===== config.mk =====
export PLATFORM = sky130hd
export DESIGN_NAME = ddc_out_fifo
export DESIGN_NICKNAME = d
export VERILOG_FILES = /design/src/rtl/ddc_out_fifo.sv
export SDC_FILE = /design/constraint.sdc
export NUM_CORES = 1
export LEC_CHECK = 0
export ABC_CLOCK_PERIOD_IN_PS = 6800
export CAP_MARGIN = 0
export CELL_PAD_IN_SITES_DETAIL_PLACEMENT = 2
export CELL_PAD_IN_SITES_GLOBAL_PLACEMENT = 2
export CORE_MARGIN = 1
export CORE_UTILIZATION = 50
export DETAILED_ROUTE_END_ITERATION = 8
export PLACE_DENSITY = 0.94
export SETUP_SLACK_MARGIN = 0.2
export SYNTH_ARGS = -nofsm -noshare
export SYNTH_HDL_FRONTEND = slang
export SYNTH_SLANG_ARGS = --single-unit

===== constraint.sdc =====
create_clock -name clk -period 6.8 [get_ports clk]
set_input_delay 0.68 -clock clk [delete_from_list [all_inputs] [get_ports clk]]
set_output_delay 0.68 -clock clk [all_outputs]
set_load 0.005 [all_outputs]

===== src/rtl/ddc_out_fifo.sv =====
// ddc_out_fifo: first-word-fall-through output FIFO for decimated DDC samples.
// The upstream never stalls, so samples that arrive while full are dropped and
// flagged on a sticky overflow bit.
// Optional build macro DDC_FIFO_DROP_CNT_EN adds a saturating 16-bit drop counter;
// without it drop_cnt_out is tied to zero.

`ifndef M_O_3_DDC
`define M_O_3_DDC 8
`endif
`ifndef N_O_3_DDC
`define N_O_3_DDC 8
`endif

module ddc_out_fifo #(
  parameter int unsigned DATA_WIDTH   = `M_O_3_DDC + `N_O_3_DDC,
  parameter int unsigned DEPTH        = 16,
  parameter int unsigned AFULL_THRESH = 12
) (
  input  logic                     clk,
  input  logic                     rst,
  input  logic [DATA_WIDTH-1:0]    src_data_in,
  input  logic                     src_valid_in,
  output logic                     src_ready_out,
  output logic [DATA_WIDTH-1:0]    dst_data_out,
  output logic                     dst_valid_out,
  input  logic                     dst_ready_in,
  output logic [$clog2(DEPTH):0]   level_out,
  output logic                     almost_full_out,
  output logic                     overflow_out,
  input  logic                     clear_ovf_in,
  output logic [15:0]              drop_cnt_out
);

  localparam int unsigned PtrW = $clog2(DEPTH);

  logic [DATA_WIDTH-1:0] mem_q [DEPTH];

  // Pointers carry one extra MSB so that full and empty are distinguishable.
  logic [PtrW:0] wptr_q, wptr_d;
  logic [PtrW:0] rptr_q, rptr_d;
  logic [PtrW:0] level_q, level_d;
  logic          afull_q, afull_d;
  logic          ovf_q, ovf_d;

  logic full, empty, push, pop, drop;

  assign empty = (wptr_q == rptr_q);
  assign full  = (wptr_q[PtrW] != rptr_q[PtrW]) &&
                 (wptr_q[PtrW-1:0] == rptr_q[PtrW-1:0]);

  // A pop frees a slot in the same cycle, so a full FIFO can still accept a push.
  assign pop  = !empty && dst_ready_in;
  assign push = src_valid_in && (!full || pop);
  assign drop = src_valid_in && full && !pop;

  assign src_ready_out   = !full;
  assign dst_valid_out   = !empty;
  assign dst_data_out    = mem_q[rptr_q[PtrW-1:0]];
  assign level_out       = level_q;
  assign almost_full_out = afull_q;
  assign overflow_out    = ovf_q;

  // Next-state for pointers, occupancy and status flags.
  always_comb begin
    wptr_d  = push ? wptr_q + 1'b1 : wptr_q;
    rptr_d  = pop  ? rptr_q + 1'b1 : rptr_q;
    level_d = level_q;
    case ({push, pop})
      2'b10:   level_d = level_q + 1'b1;
      2'b01:   level_d = level_q - 1'b1;
      default: level_d = level_q;
    endcase
    afull_d = (32'(level_d) >= AFULL_THRESH);
    // Set wins over clear when both happen in one cycle.
    if (drop) begin
      ovf_d = 1'b1;
    end else if (clear_ovf_in) begin
      ovf_d = 1'b0;
    end else begin
      ovf_d = ovf_q;
    end
  end

  // Control state; reset discards all stored samples.
  always_ff @(posedge clk) begin
    if (rst) begin
      wptr_q  <= '0;
      rptr_q  <= '0;
      level_q <= '0;
      afull_q <= 1'b0;
      ovf_q   <= 1'b0;
    end else begin
      wptr_q  <= wptr_d;
      rptr_q  <= rptr_d;
      level_q <= level_d;
      afull_q <= afull_d;
      ovf_q   <= ovf_d;
    end
  end

  // Sample storage; no reset needed since contents are don't-care when empty.
  always_ff @(posedge clk) begin
    if (push && !rst) begin
      mem_q[wptr_q[PtrW-1:0]] <= src_data_in;
    end
  end

`ifdef DDC_FIFO_DROP_CNT_EN
  logic [15:0] drop_cnt_q, drop_cnt_d;

  // Saturating drop counter; a drop coinciding with a clear restarts at one.
  always_comb begin
    drop_cnt_d = drop_cnt_q;
    if (clear_ovf_in) begin
      drop_cnt_d = drop ? 16'd1 : 16'd0;
    end else if (drop && (drop_cnt_q != 16'hFFFF)) begin
      drop_cnt_d = drop_cnt_q + 16'd1;
    end
  end

  // Drop counter register.
  always_ff @(posedge clk) begin
    if (rst) begin
      drop_cnt_q <= '0;
    end else begin
      drop_cnt_q <= drop_cnt_d;
    end
  end

  assign drop_cnt_out = drop_cnt_q;
`else
  assign drop_cnt_out = 16'h0000;
`endif

endmodule


==> out/metrics.csv, run 1 <==
stage,metric,value,unit
outcome,status,did not finish,
outcome,Fail Step,3_5_place_dp,
outcome,tool error,[ERROR DPL-0033] detailed placement checks failed during check placement.,
synth,Post-synth top flop,edfxtp_1,
synth,share of flip-flops with an asynchronous set or reset,0,%
synth,synthesized area,0.0108,mm2
synth,register area share after synthesis,75.1,%
die,chip height,149,um
synth,Synth Register Bits,277,
die,die extent in x,149,um
placed_design,Detailed Place HPWL,18.4,mm
placed_design,Final Wtd Congestion,0.731,
synth,Synth cell types,34,
synth,Synth Area per Inst,21.5,um2
synth,Ys Warns,0,
synth,number of synthesized flops with an enable pin,256,
die,starting density of the core,51.2,%
synth,cell count after synthesis,503,
die,# rows,53,
die,IO Count,62,
placed_design,Port Buffers,45,
cells by family after synthesis:
kind of cell               count (synthesis)  share of synthesized area, %
xor gates and xnor gates                  16                          1.30
adders and majority gates                  6                         0.695
and+or+nand+nor                           68                          3.07
DFF                                      277                          75.1
muxes                                     84                          17.1
AOI/OAI and AO/OA                          9                         0.591
other                                      1                        0.0347
buffers and inverters                     42                          2.14
per-stage QoR:
stage,worst slack (ps),instances,hold slack [ps],instance area [um2]
after floorplan,3830,518,482,10900
after global placement,3060,820,480,11600
cells in the mapped netlist (all sizes together) (2+ instances only):
cell | number | share of area (%)
mux4 | 80 | 17
nand3 | 3 | 0.14
buf | 27 | 1.6
xnor2 | 2 | 0.16
a22oi | 2 | 0.14
ha | 6 | 0.70
a21oi | 2 | 0.093
nor3 | 5 | 0.23
mux2i | 4 | 0.37
xor2 | 14 | 1.1
edfxtp | 256 | 71
clkbuf | 11 | 0.38
nand4 | 3 | 0.17
a2bb2oi | 2 | 0.16
inv | 4 | 0.14
nand2b | 5 | 0.29
nor2 | 33 | 1.1
nand2 | 9 | 0.31
and3 | 2 | 0.12
dfxtp | 21 | 3.9
==> inputs of run 2 (changes only) <==
Settings changed: CELL_PAD_IN_SITES_DETAIL_PLACEMENT 2 to not set, CELL_PAD_IN_SITES_GLOBAL_PLACEMENT 2 to not set, CORE_UTILIZATION 50 to 40, PLACE_DENSITY 0.94 to not set, PLACE_DENSITY_LB_ADDON set to 0.15, SETUP_SLACK_MARGIN 0.2 to not set.
==> run 2 against run 1 <==
  * The flow now finishes, with violations (design-rule violations)
  * Synthesized area is the same
  * Synthesized cell count is the same
==> out/metrics.csv, run 2 <==
stage,metric,value,unit
outcome,status,"complete, but fails checks",
outcome,violated checks,design-rule violations,
cells_and_area,final instance area,0.0126,mm2
clock_tree,H-tree depth,1,
critical_path,CP Capture Point,dst_data_out[0],
power_and_ir_drop,Seq pwr share,50.0,%
routing,"antenna viol nets, final",0,
placed_design,Port Buffers,45,
clock_tree,post-CTS sizing,0,
synth,Ys Warns,0,
global_route,number of global-route vias before repair,5323,
global_route,first-pass GRT wire length,33.5,mm
die,die area,0.0276,mm2
sta,Setup-failing EPs final,0,
cells_and_area,most frequent cells in the layout,"edfxtp_1, mux4_2, clkdlybuf4s50_1, clkbuf_16",
sta,fin. max-slew vios,0,
synth,number of synthesized flops with an enable pin,256,
synth,synthesized area,0.0108,mm2
synth,Synth Register Bits,277,
critical_path,worst r2r src,wptr_q[3],
critical_path,startpoint types,flop,
synth,cell count after synthesis,503,
cells_and_area,number of diodes,0,
routing,wire per inst,23.7,um
synth,Synth Area per Inst,21.5,um2
routing,Total Wirelength,22.1,mm
power_and_ir_drop,Final Power,3.91,mW
critical_path,Setup CP Type,reg2out,
power_and_ir_drop,Sw Ratio,21.2,%
critical_path,crit end category,output pin,
sta,min setup slack post-route,2550,ps
global_route,largest net degree at the start of global routing,42,
sta,Peak Freq,235,MHz
power_and_ir_drop,clock network fraction of total power,39.0,%
cells_and_area,Fillers,2181,
clock_tree,Post-CTS Setup Bufs,0,
cells_and_area,layout cells sized above 1,26.5,%
critical_path,"Max FO, Critical Path",41,
die,# rows,59,
routing,vias per cell,5.35,
die,starting density of the core,41.1,%
sta,RSZ-0062 raised after global routing,false,
power_and_ir_drop,P_int,3.08,mW
placed_design,Detailed Place HPWL,12.7,mm
routing,DRC,3,
placed_design,Final Wtd Congestion,0.765,
power_and_ir_drop,Psw,0.831,mW
clock_tree,TritonCTS Buffers,29,
hold_path,worst min path class,reg2reg,
synth,Post-synth top flop,edfxtp_1,
synth,most frequent cell after synthesis,edfxtp_1,
cells_and_area,Layout Nets,604,
sta,min cycle time layout,4250,ps
synth,share of flip-flops with an asynchronous set or reset,0,%
global_route,gr ovfl total,0,
die,die extent in x,166,um
hold_path,hold path start,overflow_out,
clock_tree,clk buf depth,3,
flow_run,Max-cap violations,0,
critical_path,Reg2Reg Depth,7,
clock_tree,CTS tree,built,
critical_path,crit path max-delay cell type,dfxtp_4,
routing,iteration-0 DRC count of the detailed router,416,
synth,main area contributors after synthesis,"edfxtp_1, mux4_2, dfxtp_1",
power_and_ir_drop,Worst IR Drop VDD,0.168,mV
sta,Worst Tran Pin Value,947,ps
critical_path,critical-path cell list,"buf_4, mux4_2, mux4_2, clkdlybuf4s50_1",
synth,area share of the largest cell type after synthesis,71.2,%
routing,DRT Pass-1 Iters,6,
critical_path,WP data required,6120,ps
sta,headroom to the max-slew limit,36.5,%
clock_tree,clk root buf,clkbuf_16,
synth,register area share after synthesis,75.1,%
cells_and_area,"leading cell type in the layout, fill and taps excluded",edfxtp_1,
global_route,initial antenna violation count,0,
clock_tree,clock slew at reported path FFs,60,ps
sta,Setup Skew,9.66,ps
synth,Synth cell types,34,
sta,fin crit share,62.5,%
cells_and_area,Layout area overhead,17.0,%
clock_tree,hold_buf cts,0,
sta,Final Hold Viols,0,
placed_design,DP Worst Slack,3000,ps
power_and_ir_drop,leakage,4.02,nW
power_and_ir_drop,Comb pwr share,11.0,%
critical_path,CP arrival,3570,ps
critical_path,CP most frequent cell,mux4_2,
die,chip height,166,um
die,core footprint,0.0263,mm2
clock_tree,Sink Count,277,
synth,Synth top cells by count,"edfxtp_1, mux4_2, nor2_1",
clock_tree,worst skew pair latency,530,ps
synth,largest area contributor in the netlist,edfxtp_1,
global_route,Total Routing Usage GR,16.4,%
sta,Fin Setup TNS,0,ps
power_and_ir_drop,P per Cell Area,310,mW/mm2
placed_design,placed cell areas,0.0117,mm2
critical_path,reg2reg setup slack,3530,ps
routing,Vias,4983,
critical_path,R2R Path End,mem_q[3][10],
critical_path,CP max stage delay,890,ps
die,IO Count,62,
cells_and_area,number of flip-flops in the largest register,256,
==> run 2: worst max-delay path: cells and delay by family, from the launching register on <==
family   cells  cell delay, ps
buf+inv      2            1020
mux          2            1050
flops        1             890
==> run 2: area by class of cell <==
| cell class | count | area (um2) | share of cell area, % |
|---|---|---|---|
| repair buffers | 66 | 608 | 4.81 |
| inverters | 4 | 15.0 | 0.119 |
| clock inverters | 14 | 164 | 1.30 |
| well taps | 335 | 419 | 3.32 |
| multi-input cells | 199 | 2560 | 20.3 |
| clock buffers | 36 | 752 | 5.95 |
| flip-flops and latches | 277 | 8110 | 64.2 |
==> run 2: logic make-up after synthesis <==
family / Yosys count / share of synthesized area, %
DFF: 277 / 75.1
muxes: 84 / 17.1
and+or+nand+nor: 68 / 3.07
buffers and inverters: 42 / 2.14
xor gates and xnor gates: 16 / 1.30
AOI/OAI and AO/OA: 9 / 0.591
adders and majority gates: 6 / 0.695
other: 1 / 0.0347
==> run 2: worst min path at each step <==
stage	to	slack [ps]	depth (start not counted)
final	overflow_out	500	2
after global routing	level_out[4]	560	2
after CTS	overflow_out	500	2
after detailed placement	overflow_out	490	2
after global placement	overflow_out	480	2
after floorplan	overflow_out	480	2
==> run 2: metrics by stage <==
step / util, % / instances / hold slack, ps
after detailed placement: 44.6 / 881 / 493
after global routing: 48.1 / 931 / 560
final: 48.1 / 931 / 499
after global placement: 44.6 / 881 / 478
after CTS: 48.1 / 931 / 502
after floorplan: - / 518 / 482
==> run 2: layer usage <==
metal	GRT usage, %	up-vias	share of wire (%)
met1	22.8	2677	45
li1	-	2174	-
met3	2.50	20	4.5
met2	27.5	112	50
met5	0	-	0
met4	3.70	0	1.2
==> run 2: power by group through the flow <==
| stage | sequential [mW] | combinational [mW] | clock [mW] |
|---|---|---|---|
| after global placement | 1.99 | 0.430 | 0 |
| after detailed placement | 2.00 | 0.436 | 0 |
| after CTS | 1.96 | 0.438 | 1.56 |
| after global routing | 1.97 | 0.466 | 1.62 |
| after floorplan | 1.94 | 0.333 | 0 |
| final | 1.96 | 0.430 | 1.53 |
(Power assumes the default switching activity.)
==> inputs of run 3 (changes only) <==
Settings changed: ABC_CLOCK_PERIOD_IN_PS 6800 to 3510.
Clock period 6.8 ns to 3.51 ns, I/O delays scaled along.
==> run 3 against run 2 <==
  * Global-route usage grew 0.58 points
  * Register-to-register slack worse by 2700 ps
  * Combinational power rose by 120%
  * Wire length grew 2.1%
  * Clock power increased by 110%
  * The run still ends with design-rule violations left
  * Flip-flop and latch count stayed put
  * Sequential share of layout area down 1.4 points
  * Total power grew 100%
  * Clock skew rose by 2.1 ps
  * Count of clock-buffer cells in the layout fell by 3
  * Critical endpoint is now dst_data_out[8]
==> out/metrics.csv, run 3 (same netlist as run 2, synthesis figures left out) <==
stage,metric,value,unit
outcome,status,"complete, but fails checks",
outcome,violated checks,design-rule violations,
clock_tree,post-CTS sizing,0,
die,chip height,166,um
clock_tree,Sink Count,277,
die,starting density of the core,41.1,%
clock_tree,clk buf depth,3,
placed_design,placed cell areas,0.0119,mm2
cells_and_area,multi-input logic area,0.00256,mm2
power_and_ir_drop,Sw Ratio,21.5,%
clock_tree,CTS tree,built,
hold_path,worst min path class,in2reg,
routing,Vias,5087,
sta,fin crit share,91.2,%
die,die extent in x,166,um
power_and_ir_drop,P per Cell Area,615,mW/mm2
power_and_ir_drop,P_int,6.24,mW
sta,min cycle time layout,3200,ps
global_route,largest net degree at the start of global routing,57,
placed_design,Port Buffers,45,
power_and_ir_drop,Comb pwr share,12.0,%
power_and_ir_drop,Psw,1.71,mW
critical_path,startpoint types,flop,
die,core footprint,0.0263,mm2
clock_tree,clock slew at reported path FFs,60,ps
global_route,first-pass GRT wire length,34.5,mm
clock_tree,TritonCTS Buffers,29,
critical_path,crit path max-delay cell type,mux4_2,
routing,Total Wirelength,22.5,mm
sta,Worst Tran Pin Value,700,ps
sta,Final Hold Viols,0,
power_and_ir_drop,clock network fraction of total power,41.1,%
clock_tree,worst skew pair latency,550,ps
routing,wire per inst,23.6,um
critical_path,CP top delay family,multiplexers,
power_and_ir_drop,Seq pwr share,46.8,%
clock_tree,H-tree depth,1,
placed_design,Final Wtd Congestion,0.754,
sta,fin. max-slew vios,0,
routing,vias per cell,5.34,
sta,RSZ-0062 raised after global routing,false,
routing,DRC,3,
clock_tree,Post-CTS Setup Bufs,0,
clock_tree,clk root buf,clkbuf_16,
sta,Setup-failing EPs final,0,
die,IO Count,62,
placed_design,Detailed Place HPWL,13.7,mm
critical_path,critical-path cell list,"buf_4, mux4_2, mux4_2, clkdlybuf4s50_1",
flow_run,Max-cap violations,0,
critical_path,Buf/Inv on CP,2,
critical_path,reg2reg setup slack,830,ps
global_route,initial antenna violation count,0,
cells_and_area,number of diodes,0,
critical_path,WP data required,3160,ps
cells_and_area,FF/Latch Area,0.00811,mm2
sta,Fin Setup TNS,0,ps
power_and_ir_drop,Worst IR Drop VDD,0.347,mV
critical_path,CP most frequent cell,mux4_2,
cells_and_area,Layout area overhead,19.7,%
power_and_ir_drop,leakage,4.17,nW
global_route,gr ovfl total,0,
routing,iteration-0 DRC count of the detailed router,395,
cells_and_area,number of flip-flops in the largest register,256,
cells_and_area,Fillers,2158,
global_route,number of global-route vias before repair,5387,
sta,Setup Skew,11.8,ps
critical_path,CP max stage delay,540,ps
critical_path,CP arrival,2850,ps
clock_tree,hold_buf cts,0,
sta,Peak Freq,312,MHz
global_route,Total Routing Usage GR,17.0,%
critical_path,Setup CP Type,reg2out,
sta,headroom to the max-slew limit,53.3,%
routing,DRT Pass-1 Iters,7,
die,# rows,59,
critical_path,crit end category,output pin,
routing,"antenna viol nets, final",0,
cells_and_area,"leading cell type in the layout, fill and taps excluded",edfxtp_1,
cells_and_area,final instance area,0.0129,mm2
cells_and_area,most frequent cells in the layout,"edfxtp_1, mux4_2, clkdlybuf4s50_1, buf_4, clkbuf_16",
cells_and_area,layout cells sized above 1,29.6,%
die,die area,0.0276,mm2
cells_and_area,Layout Nets,622,
critical_path,"Max FO, Critical Path",11,
==> run 3: changes by cell type in the layout (fill, tap and decap cells not counted) <==
cell	previous run	this run
inv_6	0	1
bufinv_16	4	7
clkbuf_1	7	4
clkinvlp_4	0	2
buf_12	0	3
clkinv_4	0	1
buf_4	21	36
==> run 3: area by class of cell <==
type | count | share of cell area, %
Sequential cell | 277 | 62.8
Clock buffer | 33 | 5.73
Timing Repair Buffer | 84 | 6.04
Clock inverter | 21 | 2.22
Inverter | 4 | 0.116
Tap cell | 335 | 3.24
Multi-Input combinational cell | 199 | 19.8
==> run 3: power groups by stage <==
stage	Combinational (mW)	Sequential, mW	Clock [mW]
final	0.956	3.72	3.27
after CTS	0.984	3.72	3.34
after floorplan	0.646	3.76	0
after global routing	1.04	3.73	3.48
after detailed placement	0.979	3.79	0
after global placement	0.968	3.79	0
==> run 3: routing by layer <==
layer / up-vias / share of wire (%) / wire length (um) / global-route usage, %
li1: 2216 / - / - / -
met1: 2667 / 43 / 9690 / 23.8
met2: 155 / 48 / 10800 / 27.4
met3: 49 / 6.6 / 1490 / 3.00
met4: 0 / 2.4 / 539 / 4.99
met5: - / 0 / 0 / 0
==> run 3: final timing paths <==
| kind | end | depth (start not counted) | from |
|---|---|---|---|
| hold reg to reg | overflow_out | 2 | overflow_out |
| hold / removal | overflow_out | 4 | clear_ovf_in |
| setup / recovery | dst_data_out[8] | 4 | flop |
| setup reg to reg | almost_full_out | 9 | wptr_q[3] |
==> run 3: tightest hold or removal path, stage by stage <==
cell	delay [ps]
clkdlybuf4s50_1	390
inv_1	60
a2bb2oi_1	50
nor2_1	80
==> run 3: through the flow <==
stage,setup slack [ps],hold slack [ps],cells,total power [mW],util [%]
final,310,430,953,7.94,49.2
after global routing,170,489,953,8.25,49.2
after CTS,225,403,953,8.05,49.2
after detailed placement,769,485,899,4.77,45.2
after global placement,833,481,899,4.76,45.2
after floorplan,540,450,518,4.40,-
==> inputs of run 4 (changes only) <==
Settings changed: ABC_CLOCK_PERIOD_IN_PS 3510 to 2550.
Clock period 3.51 ns to 2.55 ns, I/O delays scaled along.
==> run 4 against run 3 <==
  * The flow finishes with violations (design-rule violations, negative setup slack)
  * First-iteration DRC count increased by 5.3%
  * Wire length rose by 2.4%
  * Worst setup slack worse by 410 ps
  * Sequential power is 37% higher
  * Sequential share of layout area is 1.7 points lower
  * Critical endpoint is now dst_data_out[9]
  * Total power is 39% higher
  * Die area is the same
  * Count of clock-buffer cells in the layout increased by 3
  * Utilization increased by 1.4 points
  * Non-clock buffer count increased by 28
  * Combinational power is 63% higher
==> out/metrics.csv, run 4 (same netlist as run 2, synthesis figures left out) <==
stage,metric,value,unit
critical_path,worst r2r src,wptr_q[1],
power_and_ir_drop,P per Cell Area,829,mW/mm2
cells_and_area,most frequent cells in the layout,"edfxtp_1, mux4_2, buf_4, clkbuf_16, clkdlybuf4s50_1",
global_route,Total Routing Usage GR,17.3,%
sta,Fin Setup TNS,-822,ps
sta,Setup-failing EPs final,14,
routing,vias per cell,5.30,
sta,hold slack,325,ps
critical_path,CP arrival,2400,ps
die,IO Count,62,
routing,"antenna viol nets, final",0,
placed_design,Inst Count DP,917,
clock_tree,TritonCTS Buffers,29,
clock_tree,worst skew pair latency,530,ps
critical_path,Reg2Reg Depth,10,
critical_path,startpoint types,flop,
routing,DRT Pass-1 Iters,8,
power_and_ir_drop,Final Power,11.0,mW
sta,Peak Freq,377,MHz
hold_path,worst min path class,in2reg,
critical_path,crit end category,output pin,
clock_tree,clock slew at reported path FFs,60,ps
sta,min setup slack post-route,-103,ps
sta,RSZ-0062 raised after global routing,true,
cells_and_area,layout cells sized above 1,36.6,%
global_route,largest net degree at the start of global routing,33,
cells_and_area,Layout Nets,650,
outcome,violated checks,"design-rule violations, negative setup slack",
die,chip height,166,um
cells_and_area,Layout area overhead,23.0,%
critical_path,Setup CP Type,reg2out,
power_and_ir_drop,Worst IR Drop VDD,0.574,mV
sta,headroom to the max-slew limit,59.6,%
critical_path,"Max FO, Critical Path",7,
outcome,status,"complete, but fails checks",
cells_and_area,"leading cell type in the layout, fill and taps excluded",edfxtp_1,
global_route,number of global-route vias before repair,5610,
clock_tree,clk buf depth,3,
routing,DRC,6,
cells_and_area,final instance area,0.0133,mm2
routing,Total Wirelength,23.1,mm
critical_path,R2R Path End,level_out[4],
sta,min cycle time layout,2650,ps
clock_tree,hold_buf cts,0,
critical_path,reg2reg setup slack,190,ps
die,# rows,59,
cells_and_area,final core utilization,50.5,%
power_and_ir_drop,leakage,4.37,nW
placed_design,Final Wtd Congestion,0.742,
die,core footprint,0.0263,mm2
die,die area,0.0276,mm2
clock_tree,H-tree depth,1,
placed_design,DP Worst Slack,114,ps
cells_and_area,Fillers,2117,
clock_tree,CTS tree,built,
sta,fin crit share,104,%
die,starting density of the core,41.1,%
sta,Final Hold Viols,0,
flow_run,Max-cap violations,0,
global_route,gr ovfl total,0,
die,die extent in x,166,um
global_route,initial antenna violation count,0,
placed_design,Detailed Place HPWL,14.0,mm
placed_design,placed cell areas,0.0121,mm2
global_route,first-pass GRT wire length,35.0,mm
critical_path,CP Capture Point,dst_data_out[9],
sta,Setup Skew,7.41,ps
critical_path,WP data required,2300,ps
cells_and_area,number of flip-flops in the largest register,256,
routing,Vias,5199,
placed_design,Port Buffers,45,
clock_tree,clk root buf,clkbuf_16,
sta,Worst Tran Pin Value,604,ps
routing,wire per inst,23.5,um
sta,fin. max-slew vios,0,
routing,iteration-0 DRC count of the detailed router,416,
cells_and_area,post-route non-filler standard cell count,981,
clock_tree,Sink Count,277,
==> run 4: cell type report <==
type                            count  area (um2)  share of cell area (%)
Inverter                            4        15.0                   0.113
Sequential cell                   277        8120                    61.1
Multi-Input combinational cell    199        2580                    19.4
Antenna cell                        1        2.50                  0.0188
Clock buffer                       36         772                    5.81
Timing Repair Buffer              112        1150                    8.69
Clock inverter                     17         219                    1.65
Tap cell                          335         419                    3.16
==> run 4: routing by layer <==
layer	share of wire, %	wire, um	up-vias	global-route usage (%)
met2	49	11300	119	28.6
met3	4.1	949	36	2.76
met4	2.3	536	0	4.55
met1	45	10300	2764	23.9
met5	0	0	-	0
li1	-	-	2280	-
==> run 4: how the worst min path moves through the flow <==
| stage | cells past startpoint | end | slack, ps | start |
|---|---|---|---|---|
| final | 4 | overflow_out | 320 | clear_ovf_in |
| after global routing | 4 | overflow_out | 370 | clear_ovf_in |
| after CTS | 4 | overflow_out | 310 | clear_ovf_in |
| after detailed placement | 2 | overflow_out | 480 | overflow_out |
| after global placement | 2 | overflow_out | 480 | overflow_out |
| after floorplan | 0 | mem_q[0][0] | 350 | src_data_in[0] |
==> run 4: critical path, cell delays in order, from the launching register on <==
cell and delay [ps]:
dfxtp_4 390, buf_12 160, buf_16 140, mux4_2 500
mux4_2 520, buf_6 140
==> run 4: timing repair <==
item                       4_1_cts  5_1_grt
gates resized for setup         79       12
setup buffers                    9        3
setup endpoints to repair       18       28
pin swaps                        1        1
cloned                           3        0
hold endpoints to repair         0        0
==> run 4: report_power, final <==
part / internal, mW / switching, mW
Combinational: 0.929 / 0.634
Clock: 2.65 / 1.69
Sequential: 5.03 / 0.0638
Total: 8.62 / 2.39
